## src/rtl/activation_argmax.sv

```systemverilog
// Sequential argmax over the MLP output layer: scans one class per cycle from a
// snapshot, reports the winning digit, its activation, the margin and a 7-segment pattern.
module activation_argmax #(
    parameter int resolution       = 8,
    parameter int classes_nr       = 10,
    parameter int margin_threshold = 16
) (
    input  logic                             clk,
    input  logic                             reset,
    input  logic [resolution*classes_nr-1:0] output_activations,
    input  logic                             start,
    output logic                             busy,
    output logic                             done,
    output logic [3:0]                       digit,
    output logic [resolution-1:0]            max_activation,
    output logic [resolution-1:0]            margin,
    output logic                             confident,
    output logic                             result_valid,
    output logic [6:0]                       segments
);

    typedef enum logic [1:0] {
        IDLE = 2'd0,
        SCAN = 2'd1,
        DONE = 2'd2
    } state_t;

    localparam logic [3:0] last_idx = 4'(classes_nr - 1);

    state_t                state_r;
    logic [resolution-1:0] snap_r [classes_nr];
    logic [resolution-1:0] best_r;
    logic [resolution-1:0] second_r;
    logic [3:0]            best_idx_r;
    logic [3:0]            index_r;
    logic                  busy_r;
    logic                  done_r;
    logic [3:0]            digit_r;
    logic [resolution-1:0] max_r;
    logic [resolution-1:0] margin_r;
    logic                  confident_r;
    logic                  valid_r;

    logic                  accept_s;
    logic [resolution-1:0] cur_s;
    logic [resolution-1:0] nbest_s;
    logic [resolution-1:0] nsecond_s;
    logic [3:0]            nidx_s;
    logic [resolution-1:0] margin_s;
    logic [6:0]            segments_s;

    assign accept_s = start && (state_r != SCAN);

    // Next best/second candidates; equal-to-best only demotes to second so the lowest index keeps the win.
    always_comb begin
        cur_s     = snap_r[index_r];
        nbest_s   = best_r;
        nsecond_s = second_r;
        nidx_s    = best_idx_r;
        if (cur_s > best_r) begin
            nbest_s   = cur_s;
            nsecond_s = best_r;
            nidx_s    = index_r;
        end else if (cur_s > second_r) begin
            nsecond_s = cur_s;
        end else begin
            nsecond_s = second_r;
        end
        margin_s = nbest_s - nsecond_s;
    end

    // Control FSM, scan datapath and registered result outputs.
    always_ff @(posedge clk or posedge reset) begin
        if (reset) begin
            state_r     <= IDLE;
            for (int i = 0; i < classes_nr; i++) begin
                snap_r[i] <= {resolution{1'b0}};
            end
            best_r      <= {resolution{1'b0}};
            second_r    <= {resolution{1'b0}};
            best_idx_r  <= 4'd0;
            index_r     <= 4'd0;
            busy_r      <= 1'b0;
            done_r      <= 1'b0;
            digit_r     <= 4'd0;
            max_r       <= {resolution{1'b0}};
            margin_r    <= {resolution{1'b0}};
            confident_r <= 1'b0;
            valid_r     <= 1'b0;
        end else begin
            done_r <= 1'b0;
            if (accept_s) begin
                for (int i = 0; i < classes_nr; i++) begin
                    snap_r[i] <= output_activations[resolution*i +: resolution];
                end
                best_r     <= output_activations[resolution-1:0];
                second_r   <= {resolution{1'b0}};
                best_idx_r <= 4'd0;
                index_r    <= 4'd1;
                busy_r     <= 1'b1;
                state_r    <= SCAN;
            end else begin
                case (state_r)
                    IDLE: begin
                        busy_r  <= 1'b0;
                        state_r <= IDLE;
                    end
                    SCAN: begin
                        best_r     <= nbest_s;
                        second_r   <= nsecond_s;
                        best_idx_r <= nidx_s;
                        index_r    <= index_r + 4'd1;
                        if (index_r == last_idx) begin
                            digit_r     <= nidx_s;
                            max_r       <= nbest_s;
                            margin_r    <= margin_s;
                            confident_r <= (margin_s >= resolution'(margin_threshold));
                            valid_r     <= 1'b1;
                            done_r      <= 1'b1;
                            busy_r      <= 1'b0;
                            state_r     <= DONE;
                        end else begin
                            state_r <= SCAN;
                        end
                    end
                    DONE: begin
                        busy_r  <= 1'b0;
                        state_r <= IDLE;
                    end
                    default: begin
                        busy_r  <= 1'b0;
                        state_r <= IDLE;
                    end
                endcase
            end
        end
    end

    // Active-low gfedcba decode of the registered digit; blank until a result exists.
    always_comb begin
        segments_s = 7'b1111111;
        if (!valid_r) begin
            segments_s = 7'b1111111;
        end else begin
            case (digit_r)
                4'd0:    segments_s = 7'b1000000;
                4'd1:    segments_s = 7'b1111001;
                4'd2:    segments_s = 7'b0100100;
                4'd3:    segments_s = 7'b0110000;
                4'd4:    segments_s = 7'b0011001;
                4'd5:    segments_s = 7'b0010010;
                4'd6:    segments_s = 7'b0000010;
                4'd7:    segments_s = 7'b1111000;
                4'd8:    segments_s = 7'b0000000;
                4'd9:    segments_s = 7'b0010000;
                default: segments_s = 7'b1111111;
            endcase
        end
    end

    assign busy           = busy_r;
    assign done           = done_r;
    assign digit          = digit_r;
    assign max_activation = max_r;
    assign margin         = margin_r;
    assign confident      = confident_r;
    assign result_valid   = valid_r;
    assign segments       = segments_s;

endmodule

```

## config.mk

```make
export PLATFORM = sky130hd
export DESIGN_NAME = activation_argmax
export DESIGN_NICKNAME = d
export VERILOG_FILES = /design/src/rtl/activation_argmax.sv
export SDC_FILE = /design/constraint.sdc
export NUM_CORES = 1
export LEC_CHECK = 0
export ABC_AREA = 1
export BUFFER_PORTS_ARGS = -buffer_cell sky130_fd_sc_hd__buf_2
export CELL_PAD_IN_SITES_DETAIL_PLACEMENT = 1
export CELL_PAD_IN_SITES_GLOBAL_PLACEMENT = 1
export CORE_UTILIZATION = 28
export CTS_CLUSTER_SIZE = 12
export DETAILED_ROUTE_END_ITERATION = 8
export PLACE_DENSITY_LB_ADDON = 0.1
export SLEW_MARGIN = 20
export SYNTH_ARGS = -nofsm -noshare
export SYNTH_HDL_FRONTEND = slang
export SYNTH_SLANG_ARGS = --single-unit
```

## constraint.sdc

```tcl
create_clock -name clk -period 11.6 [get_ports clk]
set_clock_uncertainty 0.1 [all_clocks]
set_input_delay 0.58 -clock clk [delete_from_list [all_inputs] [get_ports clk]]
set_output_delay 0.58 -clock clk [all_outputs]
set_load 0.02 [all_outputs]
```

==> run metrics, run 1 <==
Top FF cell, synth=dfrtp_1; status=finished clean; Crit Path Category=reg -> reg; FF+latch count, synth=between 100 and 150; largest net degree at the start of global routing=86; GR Overflow Total=0; Die Width=roughly 160 um; DIE HEIGHT=~160 um; Worst EP required=11.81 ns; most frequent cell after synthesis=nand2_1; DR vias=about 6000; Tcrit/Tclk final=roughly 42%; post-synthesis instance area=~7000 sq um; worst r2r src=index_r[0]; FF-to-FF path depth=24; Post-Syn Instances=slightly below 900; CP Max Fanout=66; Core Rows=between 50 and 60; Fin. Hold Viols=0; # diodes=0; f_max=between 200 and 250 MHz; CP Launch Type=flop; number of setup buffers added after CTS=0; Setup crit end kind=flop; share of post-route cells with drive strength above 1=roughly 21%; Clk Latency, worst-skew pair=roughly 0.42 ns; dpl hpwl=approximately 15000 um; post-place setup slack=~6.7 ns; minimum clock period=4.91 ns; post-synth top area share=46.2%; RePlAce Congestion=a little under 0.8; Port Buf Inserts=~110; DR pass1 iterations=4; CTS root buf=clkbuf_16; list of most frequent post-synthesis cells=310 x nand2_1, 129 x dfrtp_1, 105 x o21ai_0; warnings from Yosys=0; CTS tree=built; Post-Syn Area per Cell=slightly below 8 sq um; Setup WS post-layout=6.69 ns; Post-Syn Nets=just under 1000; FF-to-FF setup slack=between 6 and 7 ns; synth top area cells=dfrtp_1 46%, nand2_1 17%, o21ai_0 7.5%, inv_1 4.9%, ha_1 4.8%; vias in the first global route=6307; Post-synth EDFFs=0; FF-to-FF End=confident; Routed WL=approximately 21000 um; initial antenna violation count=0; Total Neg Setup Slack=0 ns; Setup-failing EPs final=0; fin nets=between 1000 and 1500; DIE AREA=25600 sq um; max-slew violations=0; area of the core=roughly 24000 sq um; GRT Util Overall=~18%; CTS HTree Levels=4; MaxCap Viol Count=0; wire length per cell=around 16 um; hold crit path type=in -> async; met2 usage=~27%; clk slew on worst S/H paths=around 0.06 ns; RSZ-0062 raised after global routing=no; Cell variety after synth=41; CTS sink cnt=~130; Final ANT Viol Nets=0; total CTS buffers=17; DRC Markers=0; grt met1 use=roughly a quarter; Ports=approximately 110; CTS max path bufs=2; initial core utilization=28.6%; 1st-iter DRT viols=between 300 and 400; dominant cell type by area after synthesis=dfrtp_1; Area Overhead vs Synth=20.4%; met3 Usage GRT=about 3.2%; Worst Max-Slew Pin Slew=~0.97 ns; Resized cells post-CTS=0; Rel. slew slack=between 30% and 40%; first-pass GRT wire length=around 35000 um; via density per instance=around 4.5; hold buffer count at cts=0; register area share after synthesis=around 46%; Worst Path Arrival=5.12 ns; Top Usage Layer GRT=met2; Async S/R FF share, synth=100%
==> metrics by stage <==
| stage | hold WS [ns] | area, sq um | instances | util (%) |
|---|---|---|---|---|
| 2_1_floorplan | 0.337 | 6990 | 881 | - |
| 3_3_place_gp | 0.353 | 7800 | 1286 | 32.0 |
| 3_5_place_dp | 0.361 | 7800 | 1286 | 32.0 |
| 4_1_cts | 0.121 | 8410 | 1317 | 34.5 |
| 5_1_grt | 0.146 | 8410 | 1317 | 34.5 |
| 6_report | 0.102 | 8410 | 1317 | 34.5 |
==> critical path, cell delays in order, from the launching register on <==
cell and delay [ns]:
dfrtp_2 0.33, buf_4 0.52, inv_4 0.23, nor2_1 0.13, o21ai_0 0.09, o211ai_1 0.16, o21ai_0 0.22, ha_1 0.33
nand2_1 0.08, nor2_2 0.15, nand3_2 0.11, o21ai_4 0.55, o21ai_0 0.30, ha_1 0.29, fa_1 0.41, inv_1 0.07
a21oi_1 0.07, nand2_2 0.07, nand2_2 0.07, o21bai_4 0.12, nand3_1 0.08, nand2_1 0.10, nand2_1 0.05, nand2_1 0.05
nand3_1 0.06
==> state kept, by name (all words and copies together) (netlist names) <==
register	count
busy	1
best_idx_r	4
margin	8
done	1
best_r	8
index_r	4
max_activation	8
second_r	8
snap_r	80
confident	1
digit	4
result_valid	1
state_r	1
==> final cells by class <==
class | count | area (sq um)
fillers | 2989 | 16000
flip-flops and latches | 129 | 3230
well taps | 324 | 405
clock inverters | 12 | 159
multi-input cells | 610 | 3150
repair buffers | 123 | 641
clock buffers | 19 | 453
inverters | 100 | 380
==> metal layers <==
| layer | up-vias | wire length [um] |
|---|---|---|
| li1 | 3028 | - |
| met1 | 2818 | 10700 |
| met2 | 108 | 9290 |
| met3 | 15 | 678 |
| met4 | 0 | 256 |
| met5 | - | 0 |
==> kinds of logic (layout without fill, tap and decap cells) <==
family | count (synthesis) | in the layout | synth area share (%)
flip-flops | 129 | 129 | 46.2
AND/OR/NAND/NOR | 405 | 405 | 24.8
XOR/XNOR | 3 | 3 | 0.376
multiplexers | 1 | 1 | 0.143
buffers and inverters | 142 | 254 | 8.87
AO/OA/AOI/OAI | 173 | 173 | 14.5
adder cells (fa/ha/maj) | 28 | 28 | 5.12
==> worst max path at each step <==
stage,from,endpoint,slack (ns),depth (start not counted)
2_1_floorplan,index_r[0],confident,7.42,29
5_1_grt,index_r[0],confident,6.08,24
3_3_place_gp,index_r[0],confident,6.86,24
6_report,index_r[0],confident,6.69,24
3_5_place_dp,index_r[0],confident,6.70,24
4_1_cts,index_r[0],confident,6.70,24
==> cell usage in the layout (no fill, tap or decap), drive strengths merged, types with 2 or more instances in the layout <==
cell type / n
bufinv: 3
clkinv: 8
o22ai: 7
ha: 27
nand4: 2
a21o: 2
nor2: 19
o221ai: 5
a21oi: 23
o21bai: 2
o211ai: 18
xor2: 3
nand2: 329
dfrtp: 129
clkbuf: 19
buf: 123
or2: 2
o21ai: 114
nand3: 50
clkinvlp: 2
inv: 99
Power of run 1 is not shown: default switching activity piles up to over one toggle a cycle in this logic, so the estimate is an artifact.
==> run 2, diff against run 1 <==
==> constraint.sdc (replaced) <==
create_clock -name clk -period 4.2 [get_ports clk]
set_clock_uncertainty 0.1 [all_clocks]
set_input_delay 0.21 -clock clk [delete_from_list [all_inputs] [get_ports clk]]
set_output_delay 0.21 -clock clk [all_outputs]
set_load 0.02 [all_outputs]
==> run 2 against run 1 <==
Utilization grew 4.9 points. Hold slack got worse by 0.088 ns. Fmax grew 22%. First-iteration DRC count shrank 21%. Final cell count rose by 8.9%. Count of clock-buffer cells in the layout rose by 1. Sequential share of layout area is 4.8 points lower. Sequential cell count stayed put. Register-to-register slack worse by 6.5 ns. Critical path depth grew 4. Critical endpoint unchanged.
==> run metrics, run 2 (synthesized netlist as in run 1, its figures left out) <==
Fin. Hold Viols=0 (unchanged); Worst Path Arrival=4.23 ns (was 5.12 ns); Final ANT Viol Nets=0 (unchanged); CP Max Fanout=25 (was 66); 1st-iter DRT viols=238 (was 301); max reg flops=80 (unchanged); clk slew on worst S/H paths=0.06 ns (about the same); CTS HTree Levels=4 (unchanged); commonest non-fill, non-tap cell in the layout=nand2_1 (unchanged); largest net degree at the start of global routing=82 (was 86); # diodes=0 (unchanged); FF-to-FF setup slack=0.18 ns (was 6.69 ns); Crit Path Category=reg -> reg (unchanged); Fillers=2984 (was 2989); hold crit path type=in -> reg (was in -> async); CTS root buf=clkbuf_16 (unchanged); Port Buf Inserts=113 (unchanged); DIE AREA=25600 sq um (unchanged); vias in the first global route=6711 (was 6307); area of the multi-input gates=3260 sq um (was 3150 sq um); Reg with most FFs=snap_r (unchanged); share of post-route cells with drive strength above 1=23.6% (was 20.7%); most used cell, CP=nand2_1 (unchanged); fin nets=1208 (was 1092); FF-to-FF End=confident (unchanged); minimum clock period=4.02 ns (was 4.91 ns); max-slew violations=0 (unchanged); Setup-failing EPs final=0 (unchanged); hold wc startpoint=output_activations[1]; wl on met1=11000 um (was 10700 um); f_max=248 MHz (was 204 MHz); MaxCap Viol Count=0 (unchanged); via density per instance=4.47 (was 4.53); Top Metal Used=met4 (unchanged); peak per-stage delay on the critical path=0.44 ns (was 0.55 ns); DIE HEIGHT=160 um (unchanged); CTS max path bufs=2 (unchanged); GRT Util Overall=18.1% (was 17.6%); metal3 WL=546 um (was 678 um); CTS sink cnt=129 (unchanged); Tcrit/Tclk final=95.8% (was 42.3%); initial core utilization=28.6% (unchanged); slowest stage cell, crit path=dfrtp_2 (was o21ai_4); Routed WL=22200 um (was 20900 um); RePlAce Congestion=0.809 (was 0.794); Core Rows=57 (unchanged); DR pass1 iterations=4 (unchanged); CTS tree=built (unchanged); Die Width=160 um (unchanged); status=finished clean (unchanged); total CTS buffers=17 (unchanged); CP Launch Type=flop (unchanged); DRC Markers=0 (unchanged); most frequent cells in the layout=304 x nand2_1, 128 x dfrtp_1, 113 x buf_2, 96 x o21ai_0, 89 x inv_1 (was 310 x nand2_1, 128 x dfrtp_1, 113 x buf_2, 105 x o21ai_0, 89 x inv_1); Worst Max-Slew Pin Slew=0.906 ns (was 0.966 ns); Area Overhead vs Synth=37.6% (was 20.4%); worst r2r src=index_r[0] (unchanged); FF-to-FF path depth=28 (was 24); met2 wire len=10100 um (was 9290 um); DR vias=6410 (was 5969); hold depth=3; Ports=114 (unchanged); Rel. slew slack=39.6% (was 35.5%); wire length per cell=15.5 um (was 15.9 um); Clk Latency, worst-skew pair=0.42 ns (about the same); Worst EP required=4.41 ns (was 11.81 ns); fin cells=1434 (was 1317); worst hold endpoint=snap_r[73]; GR Overflow Total=0 (unchanged); DP Cell Count=1308 (was 1286); initial antenna violation count=0 (unchanged); first-pass GRT wire length=36200 um (was 35200 um); dpl hpwl=15700 um (was 15200 um); area of the core=24400 sq um (unchanged); Setup crit end kind=flop (unchanged); register area=3230 sq um (unchanged)
run 2: changes by cell type in the layout (fill, tap and decap cells not counted), moves of 4 or more:
cell,delta
o21ai_0,-9
dlygate4sd3_1,+79
nand2_2,+5
ha_1,-4
buf_4,+32
nand2_1,-6
buf_12,+5
o21ai_1,+8
run 2: critical path, delay by kind of cell (launching register included):
kind	cells	cell delay, ns
AO/OA/AOI/OAI	6	0.95
AND/OR/NAND/NOR	13	0.95
flip-flops	1	0.44
adder cells (fa/ha/maj)	2	0.65
buffers and inverters	7	0.78
run 2: repair_timing:
action / CTS / global route
gates resized for setup: 0 / 36
hold endpoints to repair: 149 / 0
endpoints found under the setup margin: 0 / 5
buffers inserted: 0 / 15
hold buffers: 79 / 0
run 2: how the worst max path moves through the flow:
stage | from | endpoint | slack, ns
final | index_r[0] | confident | 0.18
after detailed placement | index_r[0] | confident | 0.08
after global routing | index_r[0] | confident | -0.08
after floorplan | index_r[0] | confident | 0.02
after global placement | index_r[0] | confident | 0.18
after CTS | index_r[0] | confident | 0.07
run 2: per-layer routing:
| metal | GRT usage, % | up-vias |
|---|---|---|
| li1 | - | 3254 |
| met1 | 25.0 | 3009 |
| met2 | 28.8 | 118 |
| met3 | 2.31 | 29 |
| met4 | 6.49 | 0 |
| met5 | 0 | - |
run 2: cell type report:
type                       count  area share, %
inverter                     100           4.01
clock buffer                  20           4.65
timing repair buffer         239           18.4
sequential                   129           33.6
tap                          324           4.22
clock inverter                12           1.16
multi-input combinational    610           33.9
run 2: per-stage QoR:
stage | instance area, sq um | hold slack [ns] | util, % | setup slack (ns) | setup TNS [ns]
after detailed placement | 8020 | 0.318 | 32.9 | 0.0844 | 0
after global placement | 8020 | 0.317 | 32.9 | 0.179 | 0
after floorplan | 6990 | 0.227 | - | 0.0186 | 0
after global routing | 9610 | 0.0300 | 39.4 | -0.0814 | -0.0814
final | 9610 | 0.0132 | 39.4 | 0.175 | 0
after CTS | 9370 | 0.00466 | 38.4 | 0.0740 | 0
Power of run 2 is left out for the same reason.
